--- config.mk ---
export PLATFORM = sky130hd
export DESIGN_NAME = pipe_ctrl
export DESIGN_NICKNAME = d
export VERILOG_FILES = /design/src/rtl/pipe_ctrl.sv
export SDC_FILE = /design/constraint.sdc
export NUM_CORES = 1
export LEC_CHECK = 0
export ABC_AREA = 1
export BUFFER_PORTS_ARGS = -buffer_cell sky130_fd_sc_hd__buf_2
export CORE_AREA = 2 2 82 123
export CTS_BUF_LIST = sky130_fd_sc_hd__clkbuf_2 sky130_fd_sc_hd__clkbuf_4 sky130_fd_sc_hd__clkbuf_8
export CTS_CLUSTER_SIZE = 25
export DETAILED_ROUTE_END_ITERATION = 12
export DIE_AREA = 0 0 84 125
export MAX_ROUTING_LAYER = met4
export PLACE_DENSITY = 0.6
export SYNTH_ARGS = -nofsm -noshare
export SYNTH_HDL_FRONTEND = slang
export SYNTH_SLANG_ARGS = --single-unit
--- constraint.sdc ---
create_clock -name clk -period 2.25 [get_ports clk]
set_input_delay 0.225 -clock clk [delete_from_list [all_inputs] [get_ports clk]]
set_output_delay 0.225 -clock clk [all_outputs]
set_load 0.03 [all_outputs]
--- src/rtl/pipe_ctrl.sv ---
// pipe_ctrl: pipeline stall/flush controller.
//   Turns per-stage stall requests into a contiguous stall mask (a stall at
//   stage k freezes stages k..0). A committed exception flushes the pipeline
//   for FLUSH_CYCLES cycles and redirects the PC, either to EXC_VEC or, for an
//   ERET, to the EPC supplied by CP0.
// Optional feature: define PIPE_CTRL_PERF_EN to build the stall/flush
//   performance counters; without it both counter outputs are constant 0.
// Ports:
//   clk            - clock, rising edge
//   resetn         - asynchronous reset, ACTIVE HIGH despite the name
//   stallreq_i     - per-stage stall requests (bit 0 = PC, bit k = stage k)
//   excepttype_i   - committed exception code from MEM, 0 = none
//   epc_i          - EPC from CP0 (ERET target)
//   stall_o        - per-stage hold mask
//   flush_o        - clear all pipeline registers
//   new_pc_o       - redirect target, valid while flush_o = 1
//   busy_o         - 1 while the controller is not in RUN
//   stall_cnt_o    - RUN cycles with a stall request (perf)
//   flush_cnt_o    - number of RUN->FLUSH transitions (perf)
module pipe_ctrl #(
  parameter int          NSTAGE       = 6,
  parameter int          FLUSH_CYCLES = 1,
  parameter logic [31:0] EXC_VEC      = 32'h0000_0020,
  parameter logic [31:0] ERET_CODE    = 32'h0000_000e
) (
  input  logic              clk,
  input  logic              resetn,
  input  logic [NSTAGE-1:0] stallreq_i,
  input  logic [31:0]       excepttype_i,
  input  logic [31:0]       epc_i,
  output logic [NSTAGE-1:0] stall_o,
  output logic              flush_o,
  output logic [31:0]       new_pc_o,
  output logic              busy_o,
  output logic [31:0]       stall_cnt_o,
  output logic [31:0]       flush_cnt_o
);

  localparam logic [3:0] FLUSH_INIT = 4'(FLUSH_CYCLES - 1);

  typedef enum logic {
    ST_RUN   = 1'b0,
    ST_FLUSH = 1'b1
  } state_t;

  state_t            r_state;
  state_t            w_state_nxt;
  logic [3:0]        r_flush_left;
  logic [3:0]        w_flush_left_nxt;
  logic [31:0]       r_new_pc;
  logic              w_take_exc;
  logic [NSTAGE-1:0] w_stall_map;

  // State register, flush counter and latched redirect target.
  always_ff @(posedge clk or posedge resetn) begin
    if (resetn) begin
      r_state      <= ST_RUN;
      r_flush_left <= 4'd0;
      r_new_pc     <= 32'h0000_0000;
    end else begin
      r_state      <= w_state_nxt;
      r_flush_left <= w_flush_left_nxt;
      if (w_take_exc) begin
        r_new_pc <= (excepttype_i == ERET_CODE) ? epc_i : EXC_VEC;
      end else begin
        r_new_pc <= r_new_pc;
      end
    end
  end

  // Next-state logic: exceptions are only accepted while in RUN.
  always_comb begin
    w_state_nxt      = r_state;
    w_flush_left_nxt = r_flush_left;
    w_take_exc       = 1'b0;
    case (r_state)
      ST_RUN: begin
        if (excepttype_i != 32'h0000_0000) begin
          w_state_nxt      = ST_FLUSH;
          w_flush_left_nxt = FLUSH_INIT;
          w_take_exc       = 1'b1;
        end else begin
          w_state_nxt = ST_RUN;
        end
      end
      ST_FLUSH: begin
        if (r_flush_left == 4'd0) begin
          w_state_nxt = ST_RUN;
        end else begin
          w_flush_left_nxt = r_flush_left - 4'd1;
        end
      end
      default: begin
        w_state_nxt      = ST_RUN;
        w_flush_left_nxt = 4'd0;
      end
    endcase
  end

  // Stall mask: every stage at or below the highest requester is held,
  // so younger stages never overrun a stalled older one.
  always_comb begin
    logic acc;
    acc         = 1'b0;
    w_stall_map = '0;
    for (int i = NSTAGE - 1; i >= 0; i--) begin
      acc            = acc | stallreq_i[i];
      w_stall_map[i] = acc;
    end
  end

  // Output decode: flush overrides stall.
  always_comb begin
    stall_o  = '0;
    flush_o  = 1'b0;
    busy_o   = 1'b0;
    case (r_state)
      ST_RUN: begin
        stall_o = w_stall_map;
      end
      ST_FLUSH: begin
        flush_o = 1'b1;
        busy_o  = 1'b1;
      end
      default: begin
        busy_o = 1'b1;
      end
    endcase
  end

  assign new_pc_o = r_new_pc;

`ifdef PIPE_CTRL_PERF_EN
  logic [31:0] r_stall_cnt;
  logic [31:0] r_flush_cnt;

  // Performance counters; both wrap naturally at 2^32.
  always_ff @(posedge clk or posedge resetn) begin
    if (resetn) begin
      r_stall_cnt <= 32'd0;
      r_flush_cnt <= 32'd0;
    end else begin
      if ((r_state == ST_RUN) && (stallreq_i != '0)) begin
        r_stall_cnt <= r_stall_cnt + 32'd1;
      end else begin
        r_stall_cnt <= r_stall_cnt;
      end
      if (w_take_exc) begin
        r_flush_cnt <= r_flush_cnt + 32'd1;
      end else begin
        r_flush_cnt <= r_flush_cnt;
      end
    end
  end

  assign stall_cnt_o = r_stall_cnt;
  assign flush_cnt_o = r_flush_cnt;
`else
  assign stall_cnt_o = 32'd0;
  assign flush_cnt_o = 32'd0;
`endif

endmodule
Yosys cells after proc, flatten, opt, wreduce, memory -nomap -nowiden

Index checks and enable logic that the tools add are counted.

Flip-flop bits (word level): 37
Input bits: 72
Output and inout bits: 104
Word-level logic and storage cells: 26

Add/subtract/negate cells: 1
Equality and inequality tests: 3
Muxes and demuxes: 10
Bitwise logic cells: 6
Reduce and logical (&&, ||, !) cells: 3

Operator list:

| operator              | number |
|---|---|
| $eq A32 B4 Y1 const B | 1 |
| $mux W32              | 1 |
| $reduce_bool A32 Y1   | 1 |
| $mux W4               | 2 |
| $pmux W4 S2           | 1 |
| $mux W6               | 1 |
| $or A1 B1 Y1          | 5 |
| $logic_not A4 Y1      | 1 |
| $mux W1               | 4 |
| $ne A2 B2 Y1 const B  | 2 |
| $sub A4 B1 Y4 const B | 1 |
| $pmux W1 S2           | 1 |
| $reduce_and A2 Y1     | 1 |
| $not A1 Y1            | 1 |

Logic depth before layout (Yosys ltp)

Word-level depth: 6
Depth in mapped cells: 9

Worst setup path after synthesis

Ideal clock, no wire load.

Path type: register -> output
Start: reg r_state
End: out stall_o[0]
Data arrival time: 1.387 ns
Data required time: 2.025 ns
Slack: 0.638 ns
Cell stages (with the launch flop): 3
Cells stage by stage: dfrtp_1 -> buf_2 -> o21ai_0

Word-level cells in the longest chain between the ends: 1

RTL lines:

| what                   | line | RTL |
|---|---|---|
| start, declared        | 46   | `state_t r_state;` |
| start signal, assigned | 61   | `r_state <= w_state_nxt;` |
| $mux W6                | 117  | `case (r_state)` |
| end, declared          | 31   | `output logic [NSTAGE-1:0] stall_o,` |

No other way between the ends.

Worst setup path after layout

Same ends and word-level chain as after synthesis.

==> flow_summary.yaml <==
sta:
  worst_slack_ns: 0.6412
  setup_tns_ns: 0
  setup_violations: 0
  rsz0062_at_grt: "false"
  hold_viol: 0
  period_share_pct: 71.50
  slew_violations: 0
  clock.fmax_mhz: 621.6
  finalClockSkew_ns: 0.006937
  fin_crit_ns: 1.609
placed_design:
  place_area_mm2: 0.002720
  port_buffers: 111
  place_ws_ns: 0.7054
  dpl.hpwl_um: 4277
  place_congestion: 0.7145
yosys:
  yosysMostFrequentCell: "buf_4"
  netlist_top_cells_area: "dfrtp_1 40%, buf_4 21%, nand2_1 8.7%"
  yosys.area.top_type: "dfrtp_1"
  yosys_warnings: 0
  ys_ff_latch: 37
  synthTopCellsByCount: "65 x buf_4, 53 x nand2_1, 37 x dfrtp_1, 37 x nand3_1, 29 x nor2_1"
  synth-edff-count: 0
  avgSynthCellArea_um2: 7.832
  ys_seq_area_share_pct: 40.35
  synthesis.instances: 293
  syn_area_mm2: 0.002295
  synth_top_flop_cell: "dfrtp_1"
  ys_types: 20
  synthArstFlopShare_pct: 100.0
  synth.top_cell.area_share_pct: 40.35
setup_path:
  crit_fanout: 10
  crit_path_max_incr_delay_ns: 0.49
  cp_top_family: "flip-flops"
  worstSetupPathType: "flip-flop to primary output"
  path_cells: "inv_1 > nand2_1 > o21ai_0 > buf_2"
  path_buf_inv: 2
  cp.required_ns: 2.03
  ff2ff_setup_slack_ns: 0.73
  end_kind: "primary output"
  cp-start-kind: "flip-flop"
  cp_slowest_cell: "dfrtp_1"
  arrival_ns: 1.38
finish:
  num-nets-final: 472
  drive_above_1_share_pct: 31.75
  synthToLayoutAreaGrowth_pct: 22.52
  n_antenna_cell: 0
  post-route-cell-area_mm2: 0.002811
die:
  io_pins: 176
  start_util_pct: 24.09
  dieWidth_um: 84
  design.core.area_mm2: 0.009524
  die_height_um: 125
  die_area_mm2: 0.01050
  row_count: 44
grt:
  grt_pass1_wl_um: 9039
  grt_pass1_vias: 1943
  antenna_found_initial: 0
  gr-total-overflow: 0
  grt_max_degree: 69
  track_usage_pct: 11.12
routing:
  wirelength_um: 5624
  vias: 2064
  wirelength_met1_um: 2059
  wl_met3_um: 499
  viasPerCell: 4.008
  ant_nets: 0
  wl_per_cell_um: 10.92
  route.detailed.drc: 0
  maxUsedRoutingLayer: "met4"
  met2_length_um: 2949
  dr.pass1.iters: 4
  drtIter0Drc: 114
power_and_ir_drop:
  power_density_mw_per_mm2: 489.3
  p_total_mw: 1.376
  power_leakage_nw: 1.537
  vdd_ir_drop_max_mv: 0.2790
job:
  max_cap_viol_count: 0
clock_tree:
  clkSinkCount: 37
  cts_made_buffers: 5
  h-tree-depth: 2
  postCtsSetupRepairBufs: 0
  insertion_delay_ns: 0.28
  ctsRootBufferMaster: "clkbuf_8"
  ctsHoldBuffers: 0
  post_cts_resize_count: 0
  clk_pin_slew_worst_paths_ns: 0.07
  cts_tree: "built"
  clockBufferDepth: 2
min_path:
  hold_path.class: "input port to async pin"
run_status:
  status: "finished clean"
[state kept, by name, indices dropped and copies added (netlist names)]
signal	flops
new_pc_o	32
r_flush_left	4
r_state	1
[worst register-to-register path: cells and delay by family (launching register included)]
family | cells | cell delay [ns]
AOI/OAI and AO/OA | 1 | 0.23
buffers and inverters | 2 | 0.35
DFF | 1 | 0.53
and+or+nand+nor | 2 | 0.35
[layout make-up]
| class | instances | area (um2) |
|---|---|---|
| clock buffers | 8 | 91.34 |
| fillers | 1052 | 6713 |
| inverters | 13 | 48.80 |
| multi-input cells | 227 | 991.0 |
| flip-flops and latches | 37 | 925.9 |
| well taps | 115 | 143.9 |
| repair buffers | 115 | 610.6 |
[layout by cell type, fill, tap and decap left out, types with 2 or more instances in the layout]
cell type  count
buf_4          2
nand3_1       37
conb_1        64
buf_2        111
o21ai_0       21
clkbuf_4       3
buf_12         2
a21oi_1        2
clkbuf_8       5
nand2_1       53
inv_1         13
dfrtp_1       37
nor2_1        28
nand4_1        2
o21ai_1       13
[stage by stage]
stage / util (%) / std cells / hold WS (ns)
final: 29.52 / 515 / 0.03303
after global routing: 29.52 / 515 / 0.09877
after CTS: 29.52 / 515 / 0.05075
after detailed placement: 28.56 / 507 / 0.3713
after global placement: 28.56 / 507 / 0.3640
after floorplan: - / 356 / 0.3672
[per-layer routing]
metal  up-vias  global-route usage, %
met5         -                      -
met2       137                  19.62
met4         0                  5.408
li1       1022                      -
met1       900                  11.95
met3         5                  1.848
[final timing paths]
path,startpoint,end,cells past startpoint
min reg2reg,new_pc_o[0],new_pc_o[0],2
min in group clk,epc_i[5],new_pc_o[5],3
min,resetn,new_pc_o[15],3
max,r_state,stall_o[0],4
max in group asynchronous,resetn,new_pc_o[30],3
max reg2reg,r_state,r_flush_left[1],5
[cells by family after synthesis]
logic type,Yosys count,synth area share (%)
simple gates,122,22.30
buf+inv,92,27.21
compound gates,39,9.051
flops,37,40.35
xor+xnor,1,0.3817
fa+ha+maj,1,0.5452
other cells,1,0.1634
[power breakdown]
group | leakage (nW) | switching, mW | internal (mW) | total [mW]
logic | 0.980 | 0.183 | 0.0498 | 0.233
clock network | 0.0498 | 0.221 | 0.256 | 0.478
registers | 0.507 | 0.000000000954 | 0.665 | 0.665
total | 1.54 | 0.405 | 0.971 | 1.38
Power figures use the tool's default switching activity.
